**config.mk**
```make
export PLATFORM = sky130hd
export DESIGN_NAME = altivec_issue_ctrl
export DESIGN_NICKNAME = d
export VERILOG_FILES = /design/src/rtl/altivec_issue_ctrl.sv
export SDC_FILE = /design/constraint.sdc
export NUM_CORES = 1
export LEC_CHECK = 0
export CAP_MARGIN = 5
export CELL_PAD_IN_SITES_DETAIL_PLACEMENT = 2
export CELL_PAD_IN_SITES_GLOBAL_PLACEMENT = 2
export CORE_MARGIN = 2
export CORE_UTILIZATION = 25
export CTS_BUF_LIST = sky130_fd_sc_hd__clkbuf_4 sky130_fd_sc_hd__clkbuf_8
export DETAILED_ROUTE_END_ITERATION = 6
export GPL_TIMING_DRIVEN = 0
export PLACE_DENSITY_LB_ADDON = 0.1
export SETUP_SLACK_MARGIN = 0.3
export SLEW_MARGIN = 40
export SYNTH_ARGS = -nofsm -noshare
export SYNTH_HDL_FRONTEND = slang
export SYNTH_SLANG_ARGS = --single-unit
```
**constraint.sdc**
```tcl
create_clock -name clk -period 1.82 [get_ports clk]
set_input_delay 0.546 -clock clk [delete_from_list [all_inputs] [get_ports clk]]
set_output_delay 0.546 -clock clk [all_outputs]
set_load 0.01 [all_outputs]
```
**src/rtl/altivec_issue_ctrl.sv**
```systemverilog
// altivec_issue_ctrl: collects go1/go2/go3, launches one op on VSFX or PU, tracks completion or timeout
module altivec_issue_ctrl #(
  parameter int OPC_W   = 11,
  parameter int TIMEOUT = 16
) (
  input  logic             clk,
  input  logic             rst_n,
  input  logic             go1,
  input  logic             go2,
  input  logic             go3,
  input  logic             unit_sel,
  input  logic [OPC_W-1:0] opc,
  output logic             vsfx_start,
  output logic             pu_start,
  output logic [OPC_W-1:0] opc_out,
  input  logic             vsfx_done,
  input  logic             pu_done,
  output logic             dut_busy,
  output logic             result_valid,
  output logic             timeout_err,
  output logic             overrun_err
);
  localparam int CW = $clog2(TIMEOUT + 1);
  localparam logic [CW-1:0] CNT_MAX = CW'(TIMEOUT - 1);
  typedef enum logic [2:0] {IDLE, COLLECT, ISSUE, WAIT, DONE} state_t;
  state_t state_q, state_d;
  logic [2:0] seen_q, seen_d, go;
  logic [CW-1:0] cnt_q, cnt_d;
  logic [OPC_W-1:0] opc_q, opc_d;
  logic sel_q, sel_d, to_q, to_d, ovr_q, ovr_d;
  logic collecting, complete, done, hit, leave;
  assign go = {go3, go2, go1};
  assign collecting = state_q == IDLE || state_q == COLLECT;
  assign complete = &(seen_q | go);
  assign done = sel_q ? pu_done : vsfx_done;
  assign hit = cnt_q == CNT_MAX;
  assign leave = done || hit;
  always_comb begin
    state_d = state_q;
    seen_d = seen_q;
    cnt_d = cnt_q;
    sel_d = sel_q;
    to_d = to_q;
    opc_d = opc_q;
    ovr_d = ovr_q | (!collecting && |go);
    case (state_q)
      IDLE, COLLECT: begin
        seen_d = complete ? 3'b000 : seen_q | go;
        state_d = complete ? ISSUE : (|go ? COLLECT : state_q);
        sel_d = complete ? unit_sel : sel_q;
        opc_d = complete ? opc : opc_q;
      end
      ISSUE: begin
        cnt_d = '0;
        to_d = 1'b0;
        state_d = WAIT;
      end
      WAIT: begin
        state_d = leave ? DONE : WAIT;
        to_d = !done && hit;
        cnt_d = leave ? cnt_q : cnt_q + CW'(1);
      end
      DONE: begin
        seen_d = 3'b000;
        state_d = IDLE;
      end
      default: state_d = IDLE;
    endcase
  end
  always_ff @(posedge clk) begin
    if (!rst_n) begin
      state_q <= IDLE;
      seen_q <= 3'b000;
      cnt_q <= '0;
      sel_q <= 1'b0;
      to_q <= 1'b0;
      ovr_q <= 1'b0;
      opc_q <= '0;
    end else begin
      state_q <= state_d;
      seen_q <= seen_d;
      cnt_q <= cnt_d;
      sel_q <= sel_d;
      to_q <= to_d;
      ovr_q <= ovr_d;
      opc_q <= opc_d;
    end
  end
  assign vsfx_start = state_q == ISSUE && !sel_q;
  assign pu_start = state_q == ISSUE && sel_q;
  assign opc_out = opc_q;
  assign dut_busy = collecting ? complete : 1'b1;
  assign result_valid = state_q == DONE;
  assign timeout_err = result_valid && to_q;
  assign overrun_err = ovr_q;
endmodule

```
; Word level (Yosys, flattened, before mapping)
; Cells that the tools add are included.
[op_classes]
shifts = 0
n_mux = 11
order_cmp = 0
bitwise = 2
div = 0
eq_ne = 7
reduce_logical = 18
addsub = 1
n_mul = 0
[ops]
columns = cell, n
row1 = 3-bit two-way mux, 4
row2 = 5-bit case mux with 2 select lines, 1
row3 = 3-bit case mux with 3 select lines, 1
row4 = "3-bit by 2-bit == test with 1-bit output, second input constant", 2
row5 = 3-bit case mux with 2 select lines, 1
row6 = "5-bit by 1-bit adder with 5-bit output, second input constant", 1
row7 = "5-bit by 4-bit == test with 1-bit output, second input constant", 1
row8 = 1-bit logical AND, 5
row9 = 5-bit two-way mux, 1
row10 = 4-bit AND reduction, 1
row11 = 2-bit nonzero test, 2
row12 = "3-bit by 1-bit == test with 1-bit output, second input constant", 1
row13 = "3-bit == test, second input constant", 1
row14 = 1-bit zero test, 3
row15 = 3-bit zero test, 1
row16 = "3-bit != test, second input constant", 1
row17 = 3-bit bitwise OR, 1
row18 = 3-bit AND reduction, 1
row19 = 3-bit OR reduction, 1
row20 = 1-bit logical OR, 2
row21 = 1-bit two-way mux, 2
row22 = "2-bit != test, second input constant", 1
row23 = 1-bit case mux with 2 select lines, 1
row24 = 2-bit AND reduction, 1
row25 = 2 further kinds, 2
[totals]
ramBits = 0
input_bits = 19
mem_count = 0
latchBits = 0
out_inout_bits = 17
wordCells = 46
register_bits = 25
rom_bits = 0

; Depth between registers and ports, before layout
; Gate-level depths: netlist of the first run.
[depth]
depth_word = 5
ltp_mapped = 7

; Worst setup path after synthesis of the first run
; No wires, ideal clock.
[synth_path]
path_kind = reg-to-output
from = reg state_q[2]
to = out timeout_err
path_slack_ps = 54
path_buffers = 1
required_time_ps = 1274
stages_incl_launch_ff = 5
t_arrival_ps = 1220
cell_sequence = dfxtp_1 > buf_2 > or3b_2 > inv_1 > and2_1
[synth_between]
elab_chain_cells = 2
[synth_lines]
columns = element, line_no
row1 = from (decl), 26  ; state_t state_q, state_d;
row2 = from (signal assigned), 80  ; state_q <= state_d;
row3 = 3-bit == test, 93  ; assign result_valid = state_q == DONE;
row4 = net result_valid, 19  ; output logic result_valid,
row5 = 1-bit logical AND, 94  ; assign timeout_err = result_valid && to_q;
row6 = to (decl), 20  ; output logic timeout_err,
; The timed path passes the listed nets, and every way through them passes these cells.

; Final worst setup path of the first run
[layout_path]
from = reg state_q[2]
to = out timeout_err
[layout_between]
elab_chain_cells = 2
[layout_lines]
columns = element, line_no
row1 = 3-bit == test, 93
row2 = 1-bit logical AND, 94
; No other way between the ends.

==> results.json, run 1 <==
{
  "ios": 36,
  "min-delay-start": "opc_out[10]$_SDFFE_PN0P_",
  "rrSetupSlack_ns": 0.17,
  "die_w_um": 73.7,
  "ys_seq_area_share_pct": 41.2,
  "wirelength_um": 4440,
  "overflow": 0,
  "critPathArrivalTime_ns": 1.40,
  "portBuffers": 35,
  "die_y_um": 73.7,
  "synth.distinct_cells": 37,
  "design.die.area_um2": 5430,
  "whs_endpoint": "opc_out[10]$_SDFFE_PN0P_",
  "netlist_area_um2": 1210,
  "worstPathRequired_ns": 1.27,
  "antenna_found_initial": 0,
  "fin_crit_ns": 1.95,
  "clk_latency_ns": 0.28,
  "fp.coreArea_um2": 4690,
  "tightest_slew_ns": 0.416,
  "path_clk_slew_ns": 0.10,
  "ir_worst_vdd_uv": 250,
  "final_core_utilization_pct": 45.0,
  "routabilityCongestion": 0.771,
  "final_max_slew_viol_count": 0,
  "initial_core_util_pct": 25.9,
  "violations": "setup timing",
  "drc": 0,
  "critPathKind": "flop to primary output",
  "fp-row-count": 25,
  "grt_use_met3_pct": 2.88,
  "antenna_left": 0,
  "diodes": 0,
  "ys_warn_count": 0,
  "hpwlAfterDp_um": 2770,
  "root_buffer": "clkbuf_8",
  "period_share_pct": 107,
  "grt.busiest_layer": "met2",
  "h-tree-depth": 1,
  "r2r-start": "cnt_q[0]$_SDFFE_PN0P_",
  "switching_share_pct": 30.2,
  "yosys-top-cells-area": "dfxtp_1 41%, mux2i_1 11%, nand2_1 9.6%",
  "mostFrequentLayoutCells": "30 x nand2_1, 22 x buf_4, 17 x dfxtp_1",
  "grt_max_degree": 16,
  "route.vias.total": 1293,
  "cap_violations": 0,
  "final.fill_count": 500,
  "status": "finished with violations",
  "final_layout_size_suffix_gt1_share_pct": 40.1,
  "grtUsageMet2_pct": 33.2,
  "synth-main-ff-cell": "dfxtp_1",
  "yosys.area.top_type": "dfxtp_1",
  "firstDrtPassIters": 4,
  "viasPerCell": 5.05,
  "place_inst": 227,
  "relSlewSlack_pct": 71.9,
  "grt_use_total_pct": 17.7,
  "p_per_area_nw_per_um2": 647,
  "num-nets-final": 224,
  "p_int_w": 0.000953,
  "cts_tree": "yes",
  "switching_power_w": 0.000412,
  "finalHoldViolations": 0,
  "synth_edf_count": 0,
  "hold_path_class": "flop to flop",
  "setup_ws_ns": -0.130,
  "combPwrFrac_pct": 29.3,
  "fmax_ghz": 0.513,
  "use_met1_pct": 20.3,
  "seqPwrFrac_pct": 44.4,
  "synthArstFlopShare_pct": 0,
  "fin_skew_ns": 0.00398,
  "final_common_cell": "nand2_1",
  "clockBufferDepth": 2,
  "cts_buffers": 3,
  "syn_avg_cell_area_um2": 8.79,
  "grt_pass1_vias": 1492,
  "wl_per_cell_um": 17.4,
  "dr.first_iter.drc_count": 16,
  "rsz0062_at_grt": "yes",
  "power.share.clock_pct": 26.2,
  "area_delta_synth_final_pct": 74.0,
  "reg2reg_to": "cnt_q[2]$_SDFFE_PN0P_",
  "reg2reg_depth": 8,
  "synth_nets": 159,
  "p_leak_nw": 0.865,
  "clock_sinks": 25,
  "hold_depth": 2,
  "finalSetupViolations": 4,
  "grt_pass1_wl_um": 7290,
  "startpoint_type": "flop",
  "end_kind": "primary output",
  "critPathMaxFanout": 5,
  "fin_cells": 256,
  "syn-instance-count": 138,
  "synth_top_area_share_pct": 41.2,
  "synth-seq-cells": 25
}
## per-layer routing
metal / share of wire (%) / vias up
met2: 52 / 24
li1: - / 620
met1: 44 / 645
met4: 0.86 / 0
met3: 3.3 / 4
met5: 0 / -
## worst max-delay path, stage by stage, from the launching register on
cell and delay [ns]:
dfxtp_2 0.34, buf_6 0.12, or3b_4 0.39, inv_2 0.07, and2_4 0.13, buf_6 0.09
## synth_stat cells (all sizes together) (3+ instances only)
master and number:
nand2 31, mux2i 13, a22oi 3, o21ai 4
clkbuf 5, a31oi 4, dfxtp 25, o211ai 4
nand4b 3, nor2 3, nor3 6, buf 6
inv 4
## state kept, by name, summed over array words and instances (netlist names)
name and cells:
cnt_q 5, opc_out 11, overrun_err 1, seen_q 3, sel_q 1, state_q 3
to_q 1
## worst max-delay path by stage
stage / depth (start not counted) / start / to / slack, ns
floorplan: 4 / state_q[0]$_SDFFE_PN0P_ / timeout_err / 0.22
global placement: 4 / go2 / dut_busy / -0.66
detailed placement: 4 / go1 / dut_busy / -0.67
CTS: 5 / state_q[1]$_SDFFE_PN0P_ / timeout_err / -0.12
global route: 5 / state_q[2]$_SDFFE_PN0P_ / timeout_err / -0.17
finish: 5 / state_q[2]$_SDFFE_PN0P_ / timeout_err / -0.13
## final cells by class
type | instances | area [um^2] | share of cell area, %
Multi-Input combinational cell | 98 | 811 | 38.4
Tap cell | 54 | 67.6 | 3.20
Sequential cell | 25 | 515 | 24.4
Clock buffer | 3 | 41.3 | 1.95
Inverter | 4 | 15.0 | 0.711
Buffer | 11 | 130 | 6.16
Timing Repair Buffer | 60 | 524 | 24.8
Clock inverter | 1 | 7.51 | 0.355
## repair_timing
item	CTS	global route
cloned	1	0
endpoints found under the setup margin	40	21
gates resized for setup	86	23
buffers inserted	20	4
endpoints found under the hold margin	0	0
hold buffers	0	0
pin swaps	14	9
## stage by stage
stage	setup slack (ns)	hold WS (ns)	setup TNS, ns	instance area [um^2]	total power [W]
3_3_place_gp	-0.665	0.442	-8.19	1700	0.000901
3_5_place_dp	-0.675	0.454	-9.24	1700	0.000913
2_1_floorplan	0.218	0.437	0	1280	0.000772
5_1_grt	-0.174	0.493	-0.538	2110	0.00144
6_report	-0.130	0.469	-0.295	2110	0.00137
4_1_cts	-0.122	0.473	-0.339	2020	0.00135
## power groups by stage
stage	Clock [W]	Sequential, W	Combinational, W
floorplan	0	0.000622	0.000150
global placement	0	0.000614	0.000287
detailed placement	0	0.000616	0.000297
CTS	0.000373	0.000605	0.000372
global route	0.000399	0.000612	0.000435
finish	0.000358	0.000607	0.000401
## kinds of logic after synthesis
logic type	Yosys count	share of synthesized area, %
fa+ha+maj	2	2.06
flops	25	41.2
mux	14	12.0
buf+inv	15	5.67
compound gates	23	13.3
simple gates	59	25.8
(Power assumes the default switching activity.)
==> inputs of run 2 (changes only) <==
--- a/config.mk
+++ b/config.mk
@@ -13,4 +13,6 @@
 export CTS_BUF_LIST = sky130_fd_sc_hd__clkbuf_4 sky130_fd_sc_hd__clkbuf_8
+export CTS_CLUSTER_DIAMETER = 150
 export DETAILED_ROUTE_END_ITERATION = 6
 export GPL_TIMING_DRIVEN = 0
+export HOLD_SLACK_MARGIN = 0.05
 export PLACE_DENSITY_LB_ADDON = 0.1
==> constraint.sdc (replaced) <==
create_clock -name clk -period 1.82 [get_ports clk]
set_input_delay 0.182 -clock clk [delete_from_list [all_inputs] [get_ports clk]]
set_output_delay 0.182 -clock clk [all_outputs]
set_load 0.01 [all_outputs]
==> run 2 against run 1 <==
  * The run now ends clean
  * Design area shrank 5.0%
  * First-iteration DRC count up 44%
  * Utilization shrank 2.2 points
  * Routed wire length fell by 7.5%
  * Via count fell by 3.6%
  * Critical path depth rose by 2
  * Clock skew increased by 0.0031 ns
  * Global-route usage shrank 1.9 points
  * Non-clock buffer count decreased by 4
==> results.json, run 2 (synthesis gave the netlist of run 1 again) <==
{
  "grtUsageMet2_pct": 27.4,
  "wl_per_cell_um": 16.3,
  "fp-row-count": 25,
  "ios": 36,
  "cts_tree": "yes",
  "root_buffer": "clkbuf_8",
  "routabilityCongestion": 0.763,
  "use_met1_pct": 19.4,
  "hold_path_class": "primary input to flop",
  "cp_common_cell": "ha_4",
  "rsz0062_at_grt": "yes",
  "area_delta_synth_final_pct": 65.4,
  "clockBufferDepth": 2,
  "p_per_area_nw_per_um2": 665,
  "cap_violations": 0,
  "p_leak_nw": 0.768,
  "end_kind": "flop",
  "largest_register_ffs": 11,
  "path_cells": "ha_4, and3_4, ha_4, buf_8, nor3b_4, nand4b_1, a31oi_1",
  "design.die.area_um2": 5430,
  "setup_ws_ns": 0.149,
  "route.vias.total": 1246,
  "final_common_cell": "nand2_1",
  "final_max_slew_viol_count": 0,
  "viasPerCell": 4.94,
  "path_clk_slew_ns": 0.10,
  "finalSetupViolations": 0,
  "pre_cts_slack_ns": -0.177,
  "final_core_utilization_pct": 42.8,
  "critPathKind": "flop to flop",
  "critPathArrivalTime_ns": 1.86,
  "critPathSlowestCell": "dfxtp_4",
  "grt_pass1_wl_um": 6600,
  "clock_sinks": 25,
  "cts_buffers": 3,
  "worstPathRequired_ns": 2.01,
  "antenna_found_initial": 0,
  "grt_pass1_vias": 1349,
  "die_y_um": 73.7,
  "grt_use_met3_pct": 3.29,
  "final.fill_count": 523,
  "die_w_um": 73.7,
  "fin_area_um2": 2010,
  "critical_path.max_stage_delay_ns": 0.36,
  "diodes": 0,
  "firstDrtPassIters": 3,
  "critical-path-top-delay-family": "simple AND/OR/NAND/NOR gates",
  "antenna_left": 0,
  "hold_buffers": 0,
  "critPathBufInv": 1,
  "h-tree-depth": 1,
  "tightest_slew_ns": 0.568,
  "overflow": 0,
  "dr.first_iter.drc_count": 23,
  "num-nets-final": 220,
  "final_layout_size_suffix_gt1_share_pct": 33.3,
  "hpwlAfterDp_um": 2710,
  "fp.coreArea_um2": 4690,
  "drc": 0,
  "critPathMaxFanout": 6,
  "place_inst": 227,
  "place_area_um2": 1680,
  "period_share_pct": 91.8,
  "startpoint_type": "flop",
  "grt_max_degree": 14,
  "portBuffers": 35,
  "fin_cells": 252,
  "wirelength_um": 4110,
  "mostFrequentLayoutCells": "30 x nand2_1, 29 x clkdlybuf4s50_1, 19 x dfxtp_1",
  "grt_use_total_pct": 15.8,
  "initial_core_util_pct": 25.9,
  "fin_skew_ns": 0.00705,
  "fmax_ghz": 0.598,
  "fin_crit_ns": 1.67,
  "ir_worst_vdd_uv": 287,
  "grt.busiest_layer": "met2",
  "finalHoldViolations": 0,
  "relSlewSlack_pct": 62.1,
  "status": "completed",
  "clk_latency_ns": 0.27
}
[run 2: changes by cell type in the layout (fill, tap and decap cells not counted), moves of 2 or more]
cell / before / now
clkbuf_2: 1 / 3
dlygate4sd2_1: 14 / 1
buf_6: 14 / 7
buf_8: 1 / 3
dfxtp_1: 17 / 19
clkdlybuf4s50_1: 13 / 29
clkbuf_4: 0 / 2
buf_4: 22 / 18
dfxtp_2: 6 / 4
o21ai_0: 2 / 4
[run 2: layout make-up]
class,instances,area (um^2),area share (%)
Inverter,4,15.0,0.748
Timing Repair Buffer,56,499,24.9
Clock buffer,4,48.8,2.43
Sequential cell,25,513,25.6
Buffer,11,105,5.24
Tap cell,54,67.6,3.37
Multi-Input combinational cell,98,758,37.8
[run 2: final timing paths]
| kind | from | to | cells past startpoint | slack [ns] |
|---|---|---|---|---|
| min reg2reg | opc_out[4]$_SDFFE_PN0P_ | opc_out[4]$_SDFFE_PN0P_ | 2 | 0.46 |
| max reg2reg | cnt_q[1]$_SDFFE_PN0P_ | cnt_q[0]$_SDFFE_PN0P_ | 7 | 0.15 |
| max | cnt_q[1]$_SDFFE_PN0P_ | cnt_q[0]$_SDFFE_PN0P_ | 7 | 0.15 |
| min | opc[3] | opc_out[3]$_SDFFE_PN0P_ | 3 | 0.45 |
[run 2: worst reg2reg max path, stage by stage (launching register included)]
cell      delay (ns)
dfxtp_4         0.36
ha_4            0.15
and3_4          0.18
ha_4            0.15
buf_8           0.12
nor3b_4         0.25
nand4b_1        0.16
a31oi_1         0.21
[run 2: metrics by stage]
stage | total power [W] | hold slack [ns] | TNS, ns
3_3_place_gp | 0.000896 | 0.442 | -1.09
6_report | 0.00133 | 0.455 | 0
4_1_cts | 0.00131 | 0.453 | 0
5_1_grt | 0.00141 | 0.453 | 0
2_1_floorplan | 0.000767 | 0.324 | 0
3_5_place_dp | 0.000908 | 0.456 | -1.97
[run 2: power by group]
group	switching (W)	total [W]	internal, W	leakage [nW]
sequential	0.0000248	0.000606	0.000581	0.207
clock	0.000188	0.000360	0.000172	0.0262
combinational	0.000168	0.000369	0.000200	0.535
[run 2: timing repair]
item,CTS,global route
buffers inserted,11,9
endpoints found under the setup margin,27,20
pin swaps,18,13
gates cloned,0,1
resized for setup,54,14
[run 2: layer usage]
metal | wire length [um] | share of wire (%)
met5 | 0 | 0
met4 | 42 | 1.0
met3 | 145 | 3.5
met2 | 2060 | 50
met1 | 1860 | 45
